### config.mk
export PLATFORM = sky130hd
export DESIGN_NAME = instruction_fetch_unit
export DESIGN_NICKNAME = d
export VERILOG_FILES = /design/src/rtl/instruction_fetch_unit.sv
export SDC_FILE = /design/constraint.sdc
export NUM_CORES = 1
export LEC_CHECK = 0
export BUFFER_PORTS_ARGS = -buffer_cell sky130_fd_sc_hd__buf_2
export CAP_MARGIN = 10
export CORE_UTILIZATION = 35
export CTS_CLUSTER_DIAMETER = 50
export DETAILED_ROUTE_END_ITERATION = 7
export GPL_ROUTABILITY_DRIVEN = 0
export GPL_TIMING_DRIVEN = 0
export RECOVER_POWER = 50
export SYNTH_ARGS = -nofsm -noshare
export SYNTH_HDL_FRONTEND = slang
export SYNTH_SLANG_ARGS = --single-unit
export TNS_END_PERCENT = 30
### constraint.sdc
create_clock -name clk -period 2.48 [get_ports clk]
set_clock_uncertainty 0.15 [all_clocks]
set_input_delay 0 -clock clk [delete_from_list [all_inputs] [get_ports clk]]
set_output_delay 0 -clock clk [all_outputs]
set_load 0.005 [all_outputs]
### src/rtl/instruction_fetch_unit.sv
// Instruction fetch: owns the fetch PC, reads the program ROM and queues
// {instruction, pc} pairs in a small prefetch FIFO for the decode stage.
module instruction_fetch_unit #(
    parameter int                    DATA_WIDTH = 32,
    parameter logic [DATA_WIDTH-1:0] RESET_PC   = 32'h0040_0000,
    parameter int                    FIFO_DEPTH = 2
) (
    input  logic                  clk,
    input  logic                  reset,
    output logic [DATA_WIDTH-1:0] PcAddress,
    input  logic [DATA_WIDTH-1:0] Instruction,
    input  logic                  Halt,
    input  logic                  Redirect,
    input  logic [DATA_WIDTH-1:0] RedirectTarget,
    output logic                  InstrValid,
    output logic [DATA_WIDTH-1:0] InstrOut,
    output logic [DATA_WIDTH-1:0] InstrPc,
    input  logic                  DecodeReady,
    output logic                  MisalignErr,
    output logic [DATA_WIDTH-1:0] FetchCount
);

    localparam int PTR_W = (FIFO_DEPTH > 1) ? $clog2(FIFO_DEPTH) : 1;
    localparam int CNT_W = PTR_W + 1;
    localparam logic [CNT_W-1:0] DEPTH_C = CNT_W'(FIFO_DEPTH);

    typedef enum logic [1:0] {
        ST_BOOT   = 2'd0,
        ST_RUN    = 2'd1,
        ST_HALTED = 2'd2
    } state_t;

    state_t                  state_q, state_d;
    logic [DATA_WIDTH-1:0]   pc_q, pc_d;
    logic [PTR_W-1:0]        wr_ptr_q, wr_ptr_d;
    logic [PTR_W-1:0]        rd_ptr_q, rd_ptr_d;
    logic [CNT_W-1:0]        count_q, count_d;
    logic                    valid_q;
    logic                    misalign_q;
    logic [DATA_WIDTH-1:0]   fetch_count_q;
    logic [DATA_WIDTH-1:0]   instr_mem_q [FIFO_DEPTH];
    logic [DATA_WIDTH-1:0]   pc_mem_q    [FIFO_DEPTH];

    logic pop;
    logic push;

    // A pop frees a slot in the same cycle, so a full FIFO keeps streaming.
    assign pop  = valid_q & DecodeReady;
    assign push = (state_q == ST_RUN) & ~Halt & ~Redirect &
                  ((count_q < DEPTH_C) | pop);

    // Once out of BOOT, RUN vs HALTED simply follows the Halt level.
    always_comb begin
        state_d = state_q;
        unique case (state_q)
            ST_BOOT:   state_d = Halt ? ST_HALTED : ST_RUN;
            ST_RUN:    state_d = Halt ? ST_HALTED : ST_RUN;
            ST_HALTED: state_d = Halt ? ST_HALTED : ST_RUN;
            default:   state_d = ST_BOOT;
        endcase
    end

    always_comb begin
        pc_d     = pc_q;
        wr_ptr_d = wr_ptr_q;
        rd_ptr_d = rd_ptr_q;
        count_d  = count_q;
        if (Redirect) begin
            pc_d     = {RedirectTarget[DATA_WIDTH-1:2], 2'b00};
            wr_ptr_d = '0;
            rd_ptr_d = '0;
            count_d  = '0;
        end else begin
            if (push) begin
                pc_d     = pc_q + DATA_WIDTH'(4);
                wr_ptr_d = wr_ptr_q + PTR_W'(1);
            end
            if (pop) begin
                rd_ptr_d = rd_ptr_q + PTR_W'(1);
            end
            unique case ({push, pop})
                2'b10:   count_d = count_q + CNT_W'(1);
                2'b01:   count_d = count_q - CNT_W'(1);
                default: count_d = count_q;
            endcase
        end
    end

    always_ff @(posedge clk or negedge reset) begin
        if (!reset) begin
            state_q       <= ST_BOOT;
            pc_q          <= RESET_PC;
            wr_ptr_q      <= '0;
            rd_ptr_q      <= '0;
            count_q       <= '0;
            valid_q       <= 1'b0;
            misalign_q    <= 1'b0;
            fetch_count_q <= '0;
        end else begin
            state_q       <= state_d;
            pc_q          <= pc_d;
            wr_ptr_q      <= wr_ptr_d;
            rd_ptr_q      <= rd_ptr_d;
            count_q       <= count_d;
            valid_q       <= (count_d != '0);
            misalign_q    <= Redirect & (RedirectTarget[1:0] != 2'b00);
            fetch_count_q <= fetch_count_q + DATA_WIDTH'(pop);
        end
    end

    // Storage entries are cleared on reset so the head reads zero until the first fetch.
    genvar gi;
    generate
        for (gi = 0; gi < FIFO_DEPTH; gi++) begin : g_entry
            always_ff @(posedge clk or negedge reset) begin
                if (!reset) begin
                    instr_mem_q[gi] <= '0;
                    pc_mem_q[gi]    <= '0;
                end else if (push && (wr_ptr_q == PTR_W'(gi))) begin
                    instr_mem_q[gi] <= Instruction;
                    pc_mem_q[gi]    <= pc_q;
                end
            end
        end
    endgenerate

    assign PcAddress   = pc_q;
    assign InstrValid  = valid_q;
    assign InstrOut    = instr_mem_q[rd_ptr_q];
    assign InstrPc     = pc_mem_q[rd_ptr_q];
    assign MisalignErr = misalign_q;
    assign FetchCount  = fetch_count_q;

endmodule

# ---- Word level (Yosys, flattened, before mapping)
# Index checks and enable logic that the tools add are counted.
dict set report classes {
  n_addsub 6
  order_cmp 2
  n_eq_ne 4
  muxes 16
  n_bitwise 10
  n_reduce_logical 8
}
# operator count
set op_table {}
lappend op_table {{$mux W32} 8}
lappend op_table {{$add A32 B1 Y32} 1}
lappend op_table {{$add A32 B3 Y32 const B} 1}
lappend op_table {{$reduce_bool A2 Y1} 4}
lappend op_table {{$mux W2} 3}
lappend op_table {{$and A1 B1 Y1} 5}
lappend op_table {{$eq A2 B1 Y1 const B} 2}
lappend op_table {{$eq A2 B2 Y1 const B} 2}
lappend op_table {{$mux W1} 4}
lappend op_table {{$pmux W2 S2} 1}
lappend op_table {{$not A1 Y1} 3}
lappend op_table {{$reduce_or A3 Y1} 1}
lappend op_table {{$add A1 B1 Y1 const B} 2}
lappend op_table {{$add A2 B1 Y2 const B} 1}
lappend op_table {{$ge A2 B2 Y1 const B} 1}
lappend op_table {{$logic_and A1 B1 Y1} 2}
lappend op_table {{$logic_not A2 Y1} 1}
lappend op_table {{$lt A2 B2 Y1 const B} 1}
lappend op_table {{$not A1 Y2} 1}
lappend op_table {{$sub A2 B1 Y2 const B} 1}
lappend op_table {{$or A1 B1 Y1} 1}
dict set report word_totals {
  register_bits 200
  in_bits 69
  output_inout_bits 130
  elab_cells 58
}

# ---- Depth between registers and ports, before layout
dict set report logic_depth {
  word_depth 8
  ltp_mapped 9
  mapped_depth_nobuf 7
}

# ---- Worst setup path after synthesis
# No wires, ideal clock.
dict set report synth_path {
  kind {reg2reg}
  start {register state_q[1]}
  end {register valid_q (netlist: InstrValid)}
  setup_time_ns 0.082
  arrival_time_ns 2.226
  required_ns 2.248
  slack_ns 0.022
  path_stages_with_launch 9
  n_path_buf 2
  period_less_slack_ns 2.458
  path_cell_list {dfrtp_1 > or4b_1 > buf_2 > nor2_2 > inv_2 > clkbuf_1 > ha_1 > or3_1 > a31oi_1}
}
dict set report synth_via {
  elab_chain_cells 8
  elab_cells_between_ends 9
  classes_between {eq/ne (3); mux (2); bitwise (3); reduce/logical (1)}
}
# item line_no
set synth_lines {}
lappend synth_lines {{start: declaration} 33} ;# state_t state_q, state_d;
lappend synth_lines {{start signal: assignment} 100} ;# state_q <= state_d;
lappend synth_lines {{$eq A2 B1 Y1 (*)} 49} ;# assign push = (state_q == ST_RUN) & ~Halt & ~Redirect &
lappend synth_lines {{$and A1 B1 Y1 (*) (3 in series)} 49}
lappend synth_lines {{$eq A2 B1 Y1 or $eq A2 B2 Y1 (tied branches)} 81} ;# unique case ({push, pop})
lappend synth_lines {{$pmux W2 S2 (*)} 81}
lappend synth_lines {{$mux W2 (*)} 68} ;# if (Redirect) begin
lappend synth_lines {{$reduce_bool A2 Y1 (*)} 105} ;# valid_q <= (count_d != '0);
lappend synth_lines {{end signal: assignment} 105}
lappend synth_lines {{end: declaration} 38} ;# logic valid_q;
# Every way passes the cells marked *; elsewhere a longest branch is shown, timed or not.
# A chain may end at the register's enable or synchronous reset.

# ---- Final worst setup path
dict set report layout_path {
  start {register state_q[1]}
  end {register pc_mem_q[42] (netlist bit)}
}
dict set report layout_via {
  elab_chain_cells 5
}
# item line_no
set layout_lines {}
lappend layout_lines {{$eq A2 B1 Y1} 49}
lappend layout_lines {{$and A1 B1 Y1 (3 in series)} 49}
lappend layout_lines {{$logic_and A1 B1 Y1} 119} ;# end else if (push && (wr_ptr_q == PTR_W'(gi))) begin
lappend layout_lines {{end signal: indexed assignment} 121} ;# pc_mem_q[gi] <= pc_q;
lappend layout_lines {{end: declaration} 42} ;# logic [DATA_WIDTH-1:0] pc_mem_q [FIFO_DEPTH];
# No other way between the ends.

==> results.cfg <==
[power]
ir_drop_mv = 0.371
p_total_mw = 8.38
p_leak_nw = 5.70
p_per_area_nw_per_um2 = 704

[place]
place_ws_ns = -0.322
place_inst = 1243
dpl.hpwl_um = 16200
portBuffers = 194

[timing]
timing.slew.headroom_pct = 53.0
clock.fmax_ghz = 0.416
hold_viol = 0
worst_pin_slew_ns = 0.705
setup_slack_ns = 0.0769
fin_crit_sh_pct = 96.9
min_period_ns = 2.40
setup_viol = 0
drv_slew = 0
hold_ws_ns = 0.0606

[finish]
nFillCells = 2282
area_delta_synth_final_pct = 32.5
final_common_cell = buf_2
drive_above_1_share_pct = 34.1
insertedDiodeCount = 0
fin_nets = 1074
final_cell_mix = buf_2 (205), dfrtp_1 (188), mux2_1 (126)
final_cells = 1344

[routing]
vias = 6882
wl_um = 23800
vias_per_cell = 5.12
detail_route.wl_per_cell_um = 17.7
ant_nets = 0
drc = 0
first_iter_violations = 361
first_pass_iters = 6

[clock_network]
cts_buffers = 17
cts.path.max_buffers = 2
clkTransAtPathRegs_ns = 0.08
cts_sinks = 194
ctsRootBufferMaster = clkbuf_16
htreeDepth = 4
cts_tree = built
insertion_delay_ns = 0.43

[setup_path]
cp_common_cell = nor2_4
path_depth = 7
crit_chain = or4b_4, nor2_4, inv_4, nor2_4, buf_12, buf_2, mux2_1
cp.required_ns = 2.64
worst-r2r-cell-count = 7
cp_max_fo = 10
start_kind = register
critical_path.top_delay_family = simple AND/OR/NAND/NOR gates
slowest_stage = or4b_4
crit_type = reg -> reg
cp.arrival_ns = 2.56
slowest_delay_ns = 0.60
worst_setup_path_end_kind = register
path_buf_inv = 3

[grt]
antenna_found_initial = 0
grt_overflow = 0
grt_pass1_vias = 6954
busiest_layer = met2
grt_pass1_wl_um = 37900
track_usage_pct = 18.4
use_met3_pct = 4.60
grt_max_degree = 80
grt_use_met1_pct = 24.3
met2_usage_pct = 29.6

[floorplanning]
dieArea_um2 = 26300
io-pin-count = 199
die_x_um = 162
die-height_um = 162
num_rows = 58
start_util_pct = 35.7
core-area_um2 = 25200

[synth]
ys_seq_elements = 194
synthFlopType = dfrtp_1
syn-mean-instance-area_um2 = 12.6
ys_warn_count = 0
synthArstFlopShare_pct = 100
yosysSeqAreaShare_pct = 54.0
syn_area_um2 = 8990
netlist_instances = 714
yosysUniqueCellTypes = 48
synth_edf_count = 0

[run_status]
status = complete, no violations

[worst_hold_path]
hp-class = in -> reg
holdPathStages = 5

[flow_run]
max_cap_violations = 0
[what timing repair did]
action	4_1_cts	5_1_grt
pin swaps	2	3
gates resized for setup	25	21
hold buffers	69	0
endpoints found under the hold margin	214	0
setup endpoints to repair	197	122
buffers inserted	3	1
[layer usage]
metal | part of all wire [%] | routed length, µm
met5 | 0 | 0
met4 | 1.6 | 372
met3 | 6.5 | 1540
met1 | 46 | 10800
met2 | 46 | 11000
[cell usage after synthesis (5+ instances only)]
master    number  share of area, %
dfrtp_1      193                54
a22oi_1        8              0.67
nor4_1        14              0.97
clkbuf_1      23              0.96
buf_4          5              0.42
o21ai_1        8              0.45
or4_1          9              0.75
buf_2         14              0.78
a221o_1        6              0.67
mux2_1       126                16
mux2_2        62               7.8
o211ai_1       7              0.58
and4_1        11               1.1
xor2_1        20               1.9
nand3_1       29               1.6
o311ai_1      14               1.4
nand2_1       39               1.6
nand4_1       18               1.3
xnor2_1       13               1.3
nor2_1        14              0.58
nor3_1        13              0.72
inv_1         17              0.71
[worst paths after layout]
path,from,to,slack (ns)
max,state_q[1]$_DFF_PN0_,pc_mem_q[42]$_DFFE_PN0P_,0.08
min,Redirect,PcAddress[24]$_DFFE_PN0N_,0.06
max reg2reg,state_q[1]$_DFF_PN0_,pc_mem_q[42]$_DFFE_PN0P_,0.08
min reg2reg,state_q[0]$_DFF_PN0_,state_q[0]$_DFF_PN0_,0.33
max in group asynchronous,reset,instr_mem_q[61]$_DFFE_PN0P_,0.85
min in group asynchronous,reset,PcAddress[22]$_DFFE_PN1N_,0.57
[metrics by stage]
stage                     util [%]   TNS, ns  area [µm²]
after floorplan                  -         0        9000
after global placement        41.2   -435.96       10400
after detailed placement      41.5    -17.95       10400
after CTS                     47.0  -0.00363       11800
after global routing          47.3   -0.0352       11900
final                         47.3         0       11900
[sequential cells by signal (all words and copies together) (netlist names)]
name / flops
instr_mem_q: 64
pc_mem_q: 60
FetchCount: 32
PcAddress: 30
count_q: 2
state_q: 2
InstrValid: 1
MisalignErr: 1
rd_ptr_q: 1
wr_ptr_q: 1
[cells by family after synthesis]
group	after synthesis	share of synthesized area [%]
and+or+nand+nor	167	10.2
other	1	0.0417
DFF	194	54.0
buffers and inverters	64	3.08
xor gates and xnor gates	33	3.22
AOI/OAI and AO/OA	62	5.17
adders and majority gates	4	0.557
muxes	189	23.7
[worst reg2reg max path, cell delays in order (launching register included)]
cell	delay (ns)
dfrtp_1	0.39
or4b_4	0.60
nor2_4	0.15
inv_4	0.07
nor2_4	0.14
buf_12	0.13
buf_2	0.29
mux2_1	0.36
[where the power goes]
group	switching [mW]	total (mW)	internal [mW]
clock	1.33	2.68	1.35
sequential	0.336	4.02	3.69
combinational	0.706	1.68	0.976
total	2.37	8.38	6.01
[area by class of cell]
cell class	count	area, µm²	share of cell area (%)
Sequential cell	194	4860	40.8
Multi-Input combinational cell	459	4000	33.6
Timing Repair Buffer	269	1790	15.0
Clock buffer	19	443	3.72
Tap cell	330	413	3.47
Buffer	42	218	1.83
Clock inverter	13	115	0.967
Inverter	18	70.1	0.589
Power figures use the tool's default switching activity.
